### src/rtl/ifft_8pt_stream.sv
// 8-point streaming inverse DFT. Loads N complex Q10.10 bins, then evaluates
// x[n] = (1/N) * sum_k X[k] e^{+j2*pi*n*k/N} with a single iterative complex MAC.
module ifft_8pt_stream #(
  parameter int W     = 21,
  parameter int N     = 8,
  parameter int LOG2N = 3,
  parameter int CW    = 12
) (
  input  logic                clk,
  input  logic                rst,
  input  logic signed [W-1:0] in_re,
  input  logic signed [W-1:0] in_im,
  input  logic                in_valid,
  output logic                in_ready,
  output logic signed [W-1:0] out_re,
  output logic signed [W-1:0] out_im,
  output logic                out_valid,
  output logic                out_last,
  output logic                out_sat
);

  localparam int PW = W + CW;       // single product width
  localparam int SW = PW + 1;       // pr / pi sum width
  localparam int AW = 37;           // accumulator width
  localparam int SH = 10 + LOG2N;   // drop twiddle scale and divide by N
  localparam int CNTW = 2 * LOG2N;

  localparam logic [LOG2N-1:0] IDX_LAST = LOG2N'(N - 1);
  localparam logic [LOG2N-1:0] IDX_ONE  = LOG2N'(1);
  localparam logic [CNTW-1:0]  CNT_ONE  = CNTW'(1);

  typedef enum logic {LOAD, COMPUTE} state_t;

  typedef struct packed {
    logic         sat;
    logic [W-1:0] val;
  } sat_t;

  state_t                 state;
  logic [LOG2N-1:0]       wr_ptr;
  logic [CNTW-1:0]        cnt;
  logic [LOG2N-1:0]       n, k, m;
  logic signed [W-1:0]    bin_re [N];
  logic signed [W-1:0]    bin_im [N];
  logic signed [W-1:0]    xr, xi;
  logic signed [CW-1:0]   cos_c, sin_c;
  logic signed [PW-1:0]   p_rc, p_is, p_rs, p_ic;
  logic signed [SW-1:0]   prod_re, prod_im;
  logic signed [AW-1:0]   acc_re, acc_im, nxt_re, nxt_im;
  sat_t                   res_re, res_im;

  // Floor-shift the accumulated sum back to Q10.10 and clamp to the W-bit range.
  function automatic sat_t sat_w(input logic signed [AW-1:0] v);
    logic signed [AW-1:0] s;
    sat_t r;
    s = v >>> SH;
    r.sat = !((&s[AW-1:W-1]) || !(|s[AW-1:W-1]));
    if (!r.sat)       r.val = s[W-1:0];
    else if (s[AW-1]) r.val = {1'b1, {(W-1){1'b0}}};
    else              r.val = {1'b0, {(W-1){1'b1}}};
    return r;
  endfunction

  assign in_ready = (state == LOAD);

  // cnt walks c = 0..N*N-1; the upper half is n, the lower half is k.
  assign n = cnt[CNTW-1:LOG2N];
  assign k = cnt[LOG2N-1:0];
  assign m = n * k;   // wraps mod N by width

  // NOTE: every variable assigned in always_comb gets a default first, so no path can infer a latch.
  always_comb begin
    cos_c = '0;
    sin_c = '0;
    case (m)
      3'd0: begin cos_c =  12'sd1024; sin_c =  12'sd0;    end
      3'd1: begin cos_c =  12'sd724;  sin_c =  12'sd724;  end
      3'd2: begin cos_c =  12'sd0;    sin_c =  12'sd1024; end
      3'd3: begin cos_c = -12'sd724;  sin_c =  12'sd724;  end
      3'd4: begin cos_c = -12'sd1024; sin_c =  12'sd0;    end
      3'd5: begin cos_c = -12'sd724;  sin_c = -12'sd724;  end
      3'd6: begin cos_c =  12'sd0;    sin_c = -12'sd1024; end
      3'd7: begin cos_c =  12'sd724;  sin_c = -12'sd724;  end
      default: begin cos_c = '0; sin_c = '0; end
    endcase
  end

  assign xr = bin_re[k];
  assign xi = bin_im[k];

  assign p_rc = PW'(xr) * PW'(cos_c);
  assign p_is = PW'(xi) * PW'(sin_c);
  assign p_rs = PW'(xr) * PW'(sin_c);
  assign p_ic = PW'(xi) * PW'(cos_c);

  assign prod_re = SW'(p_rc) - SW'(p_is);
  assign prod_im = SW'(p_rs) + SW'(p_ic);

  // k = 0 restarts the sum for a new output sample.
  assign nxt_re = (k == '0) ? AW'(prod_re) : acc_re + AW'(prod_re);
  assign nxt_im = (k == '0) ? AW'(prod_im) : acc_im + AW'(prod_im);

  assign res_re = sat_w(nxt_re);
  assign res_im = sat_w(nxt_im);

  // NOTE: the bin buffer carries no reset; every entry is rewritten before it is read.
  always_ff @(posedge clk) begin
    if (state == LOAD && in_valid) begin
      bin_re[wr_ptr] <= in_re;
      bin_im[wr_ptr] <= in_im;
    end
  end

  // NOTE: sequential state uses non-blocking assignments so all registers update from pre-edge values.
  always_ff @(posedge clk or negedge rst) begin
    if (!rst) begin
      state     <= LOAD;
      wr_ptr    <= '0;
      cnt       <= '0;
      acc_re    <= '0;
      acc_im    <= '0;
      out_re    <= '0;
      out_im    <= '0;
      out_valid <= 1'b0;
      out_last  <= 1'b0;
      out_sat   <= 1'b0;
    end else begin
      out_valid <= 1'b0;
      out_last  <= 1'b0;
      out_sat   <= 1'b0;
      case (state)
        LOAD: begin
          if (in_valid) begin
            wr_ptr <= wr_ptr + IDX_ONE;
            if (wr_ptr == IDX_LAST) begin
              state <= COMPUTE;
              cnt   <= '0;
            end
          end
        end
        COMPUTE: begin
          acc_re <= nxt_re;
          acc_im <= nxt_im;
          cnt    <= cnt + CNT_ONE;
          if (k == IDX_LAST) begin
            out_re    <= res_re.val;
            out_im    <= res_im.val;
            out_sat   <= res_re.sat | res_im.sat;
            out_valid <= 1'b1;
            if (n == IDX_LAST) begin
              out_last <= 1'b1;
              state    <= LOAD;
            end
          end
        end
        default: state <= LOAD;
      endcase
    end
  end

endmodule

### config.mk
export PLATFORM = sky130hd
export DESIGN_NAME = ifft_8pt_stream
export DESIGN_NICKNAME = d
export VERILOG_FILES = /design/src/rtl/ifft_8pt_stream.sv
export SDC_FILE = /design/constraint.sdc
export NUM_CORES = 2
export LEC_CHECK = 0
export ABC_AREA = 1
export ABC_CLOCK_PERIOD_IN_PS = 20500
export BUFFER_PORTS_ARGS = -buffer_cell sky130_fd_sc_hd__buf_2
export CAP_MARGIN = 15
export CORE_MARGIN = 3
export CORE_UTILIZATION = 35
export CTS_BUF_LIST = sky130_fd_sc_hd__clkbuf_2 sky130_fd_sc_hd__clkbuf_4 sky130_fd_sc_hd__clkbuf_8
export CTS_CLUSTER_DIAMETER = 30
export DETAILED_ROUTE_END_ITERATION = 10
export GPL_ROUTABILITY_DRIVEN = 0
export PLACE_DENSITY_LB_ADDON = 0.08
export SLEW_MARGIN = 5
export SYNTH_ARGS = -nofsm -noshare
export SYNTH_HDL_FRONTEND = slang
export SYNTH_SLANG_ARGS = --single-unit
### constraint.sdc
create_clock -name clk -period 20.5 [get_ports clk]
set_input_delay 4.1 -clock clk [delete_from_list [all_inputs] [get_ports clk]]
set_output_delay 4.1 -clock clk [all_outputs]
set_load 0.02 [all_outputs]
Yosys cells after proc, flatten, opt, wreduce, memory -nomap -nowiden
Memories as Yosys holds them, arrays and structs flattened.
Cells that the tools add are included.
{"block": "op_classes", "n_addsub": 6, "mul": 5, "n_eq_ne": 5, "muxes": 23, "bitwise": 2, "reduce_logical": 15}
{"op": "$mul A21 B12 Y33", "count": 4}
{"op": "$mux W21", "count": 4}
{"op": "$add A37 B34 Y37", "count": 2}
{"op": "$mux W37", "count": 2}
{"op": "$add A33 B33 Y34", "count": 1}
{"op": "$sub A33 B33 Y34", "count": 1}
{"op": "$mux W1", "count": 13}
{"op": "$mux W6", "count": 2}
{"op": "$pmux W6 S2", "count": 1}
{"op": "$eq A3 B3 Y1 const B", "count": 3}
{"op": "$reduce_and A4 Y1", "count": 2}
{"op": "$reduce_or A4 Y1", "count": 2}
{"op": "$add A6 B1 Y6 const B", "count": 1}
{"op": "$reduce_and A2 Y1", "count": 3}
{"op": "$logic_not A1 Y1", "count": 4}
{"op": "$add A3 B1 Y3 const B", "count": 1}
{"op": "$logic_not A3 Y1", "count": 1}
{"op": "$mul A3 B3 Y3", "count": 1}
{"op": "$logic_or A1 B1 Y1", "count": 2}
{"op": "$ne A2 B1 Y1 const B", "count": 1}
{"op": "$ne A2 B2 Y1 const B", "count": 1}
{"op": "$pmux W1 S2", "count": 1}
{"op": "$logic_and A1 B1 Y1", "count": 1}
{"op": "$not A1 Y1", "count": 1}
{"op": "$or A1 B1 Y1", "count": 1}
{"block": "word_totals", "ff_bits": 129, "ramBits": 336, "mem_bits_ro": 160, "inputBits": 45, "output_inout_bits": 46, "mem_count": 3}
{"name": "bin_im", "depth": 8, "width": 21, "read_ports": 1, "rd_ports_with_merged_regs": 0, "wr": 1, "line": "44", "rtl": "logic signed [W-1:0] bin_im [N];"}
{"name": "bin_re", "depth": 8, "width": 21, "read_ports": 1, "rd_ports_with_merged_regs": 0, "wr": 1, "line": "43", "rtl": "logic signed [W-1:0] bin_re [N];"}
{"name": "(name not given)", "depth": 8, "width": 20, "read_ports": 1, "rd_ports_with_merged_regs": 0, "wr": 0, "line": "75", "rtl": "case (m)"}

Longest topological paths before layout
An unclocked memory read counts as a cell.
{"block": "depth", "ltp_word": 13, "depth_mapped": 62}

Worst setup path after synthesis
No wires, ideal clock.
{"block": "synth_timing", "path_type": "reg-to-reg", "start": "register cnt[0]", "end": "register out_im[11]", "setup_ns": 0.077, "arrival_time_ns": 9.721, "setup_slack_ns": 10.702, "stages_incl_launch_ff": 58, "n_path_buf": 5, "period_less_slack_ns": 9.798, "path_cell_list": "dfrtp_1 buf_6 clkbuf_1 clkbuf_1 nand2_1 inv_1 ha_1 inv_1 nand3_1 nand2_1 inv_1 nand2_2 nand2_4 inv_2 nor2_1 clkinv_1 clkbuf_1 nor2_1 [22 not listed] inv_1 or2_2 ha_1 nand2_1 nor2_1 nand2_1 nor4_1 nand3_1 nand3_1 nand2_1 nand3_1 nand2_2 nor2_1 nand2_1 nand2_1 buf_4 nand2_1 a21oi_1"}
{"block": "synth_between", "elab_chain_len": 10}
{"item": "from (decl)", "line": "41", "rtl": "logic [CNTW-1:0] cnt;"}
{"item": "from (signal assigned)", "line": "144", "rtl": "cnt <= cnt + CNT_ONE;"}
{"item": "$mul A3 B3 Y3", "line": "69", "rtl": "assign m = n * k;"}
{"item": "$mem_v2 Z8 W20"}
{"item": "$mul A21 B12 Y33 (on tied branches)", "line": "93, 94"}
{"item": "$add A33 B33 Y34", "line": "97", "rtl": "assign prod_im = SW'(p_rs) + SW'(p_ic);"}
{"item": "$add A37 B34 Y37", "line": "101", "rtl": "assign nxt_im = (k == '0) ? AW'(prod_im) : acc_im + AW'(prod_im);"}
{"item": "$mux W37", "line": "101"}
{"item": "$reduce_or A4 Y1", "line": "57", "rtl": "r.sat = !((&s[AW-1:W-1]) || !(|s[AW-1:W-1]));"}
{"item": "$logic_not A1 Y1", "line": "57"}
{"item": "$logic_or A1 B1 Y1", "line": "57"}
{"item": "$mux W21", "line": "58", "rtl": "if (!r.sat) r.val = s[W-1:0];"}
{"item": "to (signal assigned)", "line": "147", "rtl": "out_im <= res_im.val;"}
{"item": "to (decl)", "line": "16", "rtl": "output logic signed [W-1:0] out_im,"}
Several ways; a longest one is shown, not always the timed one.
A chain may end at the register's enable or synchronous reset.

Final worst setup path
{"block": "layout_timing", "start": "register cnt[0]", "end": "register out_im[5]"}
Same word-level chain as after synthesis.

==> flow_summary.json <==
{
  "grt_pass1_wl_um": 245000,
  "dp_hpwl_um": 126000,
  "syn_avg_cell_area_um2": 9.11,
  "crit_required_ns": 21.27,
  "clock_sinks": 461,
  "status": "finished clean",
  "utilization_pct": 39.2,
  "async_flop_share_pct": 27.1,
  "grt_max_degree": 98,
  "syn-num-nets": 6839,
  "fin_nets": 6947,
  "drive_gt1_share_pct": 6.86,
  "core_area_mm2": 0.144,
  "ant_nets": 0,
  "cts_hold_buf": 0,
  "rrSetupSlack_ns": 7.25,
  "cts_setup_buffers": 0,
  "fin_crit_sh_pct": 64.7,
  "grt_usage_pct": 21.5,
  "fmax_mhz": 75.4,
  "tns_ns": 0,
  "synthDistinctLibCells": 50,
  "arrival_ns": 14.02,
  "setup_viol": 0,
  "initial_core_util_pct": 35.4,
  "grt_antenna_before_repair": 7,
  "cts_buffer_depth": 3,
  "dieHeight_um": 388,
  "wl_um": 157000,
  "vias": 37137,
  "yosys_warnings": 0,
  "finalCriticalPeriod_ns": 13.25,
  "nFillCells": 14829,
  "synthesis.area_mm2": 0.0511,
  "synth-main-ff-cell": "edfxtp_1",
  "grt_pass1_vias": 39789,
  "slew_violations": 0,
  "path_class": "reg2reg",
  "place_ws_ns": 7.19,
  "cap_violations": 0,
  "cts_buffers": 118,
  "clk_latency_ns": 0.86,
  "path_max_fanout": 81,
  "root_buffer": "clkbuf_8",
  "fin_ws_ns": 7.25,
  "cp_slowest_stage_delay_ns": 0.80,
  "ys_ff_latch": 461,
  "tritoncts": "yes",
  "drtIter0Drc": 2184,
  "syn_inst": 5612,
  "cp-end-kind": "flop",
  "rows": 139,
  "max-slew-margin-rel_pct": 28.0,
  "rsz0062_at_grt": "false",
  "die_width_um": 388,
  "htree_num_levels": 3,
  "syn_to_final_growth_pct": 10.6,
  "fin_skew_ns": 0.0802,
  "cpMaxStageDelayCell": "buf_4",
  "numPortBuffers": 90,
  "via_per_inst": 4.81,
  "finalHoldViolations": 0,
  "routedWlPerCell_um": 20.4,
  "clk_pin_slew_worst_paths_ns": 0.05,
  "ctsResizeCount": 0,
  "ios": 91,
  "seqCellArea_mm2": 0.0132,
  "drt_pass1_iterations": 8,
  "tightest_slew_ns": 1.08,
  "startpoint_type": "flop",
  "cpMostUsedCell": "nand2_1",
  "die-area_mm2": 0.151,
  "grt_overflow_total": 0,
  "yosysSeqAreaShare_pct": 25.8,
  "multi_input_area_mm2": 0.0325,
  "hp-class": "reg2reg",
  "route.detailed.drc": 0,
  "synth-edff-count": 336
}
-- worst max-delay path, delay by kind of cell (launching register included) --
kind                       cells  cell delay (ns)
adders and majority gates     10             4.38
AOI/OAI and AO/OA              7             1.34
buffers and inverters         11             2.56
xor gates and xnor gates       1             0.31
and+or+nand+nor               22             3.73
DFF                            1             0.77
-- routing by layer --
| layer | up-vias | track usage, % | share of wire, % |
|---|---|---|---|
| li1 | 17608 | - | - |
| met1 | 18615 | 29.1 | 45 |
| met2 | 739 | 36.6 | 48 |
| met3 | 173 | 2.73 | 4.7 |
| met4 | 2 | 5.01 | 2.0 |
| met5 | - | 0 | 0.013 |
-- final timing paths --
path / start / to / cells after the start
max: cnt[0] / out_im[5] / 51
min: acc_im[27] / acc_im[27] / 2
max reg2reg: cnt[0] / out_im[5] / 51
min reg2reg: acc_im[27] / acc_im[27] / 2
max in group asynchronous: rst / acc_im[27] / 2
min in group asynchronous: rst / acc_re[7] / 1
-- cell type report --
class                      instances  area share [%]
tap                             1903            4.21
inverter                        1309            8.69
antenna                            6          0.0265
clock buffer                     144            3.30
multi-input combinational       3699            57.5
clock inverter                    74            1.56
sequential                       461            23.4
timing repair buffer             131            1.35
-- synth_stat cells, drive strengths merged, types with 5 or more instances --
| cell | instances | share of area [%] |
|---|---|---|
| a211oi | 5 | 0.073 |
| a21boi | 10 | 0.15 |
| a21o | 14 | 0.21 |
| a21oi | 295 | 2.9 |
| a31oi | 59 | 0.72 |
| a32o | 78 | 1.5 |
| buf | 33 | 0.32 |
| clkbuf | 110 | 0.81 |
| clkinv | 5 | 0.037 |
| dfrtp | 125 | 6.1 |
| edfxtp | 336 | 20 |
| fa | 788 | 31 |
| ha | 394 | 9.6 |
| inv | 1304 | 9.6 |
| nand2 | 1061 | 7.9 |
| nand3 | 110 | 1.1 |
| nand3b | 7 | 0.10 |
| nand4 | 14 | 0.17 |
| nor2 | 532 | 3.9 |
| nor3 | 22 | 0.22 |
| nor4 | 12 | 0.15 |
| o21a | 9 | 0.13 |
| o21ai | 149 | 1.5 |
| o21bai | 20 | 0.29 |
| or2 | 21 | 0.26 |
| xnor2 | 28 | 0.48 |
| xor2 | 50 | 0.86 |
-- logic make-up after synthesis --
group | count (synthesis) | synth area share [%]
fa+ha+maj | 1182 | 40.5
mux | 1 | 0.0196
flops | 461 | 25.8
compound gates | 652 | 7.65
simple gates | 1786 | 13.9
buf+inv | 1452 | 10.7
xor+xnor | 78 | 1.34
-- state kept, by name, summed over array words and instances (netlist names) --
| name | flops |
|---|---|
| state | 1 |
| wr_ptr | 3 |
| bin_re | 168 |
| out_re | 21 |
| acc_re | 35 |
| bin_im | 168 |
| out_valid | 1 |
| out_sat | 1 |
| out_im | 21 |
| cnt | 6 |
| acc_im | 35 |
| out_last | 1 |
-- stage by stage --
stage | hold slack, ns | cell area, um2 | instances
2_1_floorplan | 0.455 | 51100 | 5612
3_3_place_gp | 0.477 | 53800 | 7503
3_5_place_dp | 0.476 | 53800 | 7503
4_1_cts | 0.491 | 56600 | 7721
5_1_grt | 0.511 | 56600 | 7725
6_report | 0.485 | 56600 | 7727
-- cells in the final DEF, fill, tap and decap left out, types with 20 or more instances in the layout --
| cell | n |
|---|---|
| clkbuf_8 | 126 |
| xor2_1 | 50 |
| edfxtp_1 | 336 |
| ha_1 | 394 |
| nand2_1 | 1047 |
| nor2_1 | 521 |
| nand3_1 | 104 |
| fa_1 | 788 |
| xnor2_1 | 28 |
| or2_2 | 21 |
| o21bai_1 | 20 |
| buf_4 | 41 |
| dfrtp_1 | 122 |
| a31oi_1 | 59 |
| o21ai_0 | 142 |
| nor3_1 | 22 |
| clkinv_2 | 28 |
| a32o_1 | 78 |
| buf_2 | 89 |
| inv_1 | 1296 |
| clkinv_1 | 22 |
| a21oi_1 | 294 |
Power is left out: the tool's default activity adds up to more than one toggle a clock period on the data nets, which glitch-free logic cannot reach.
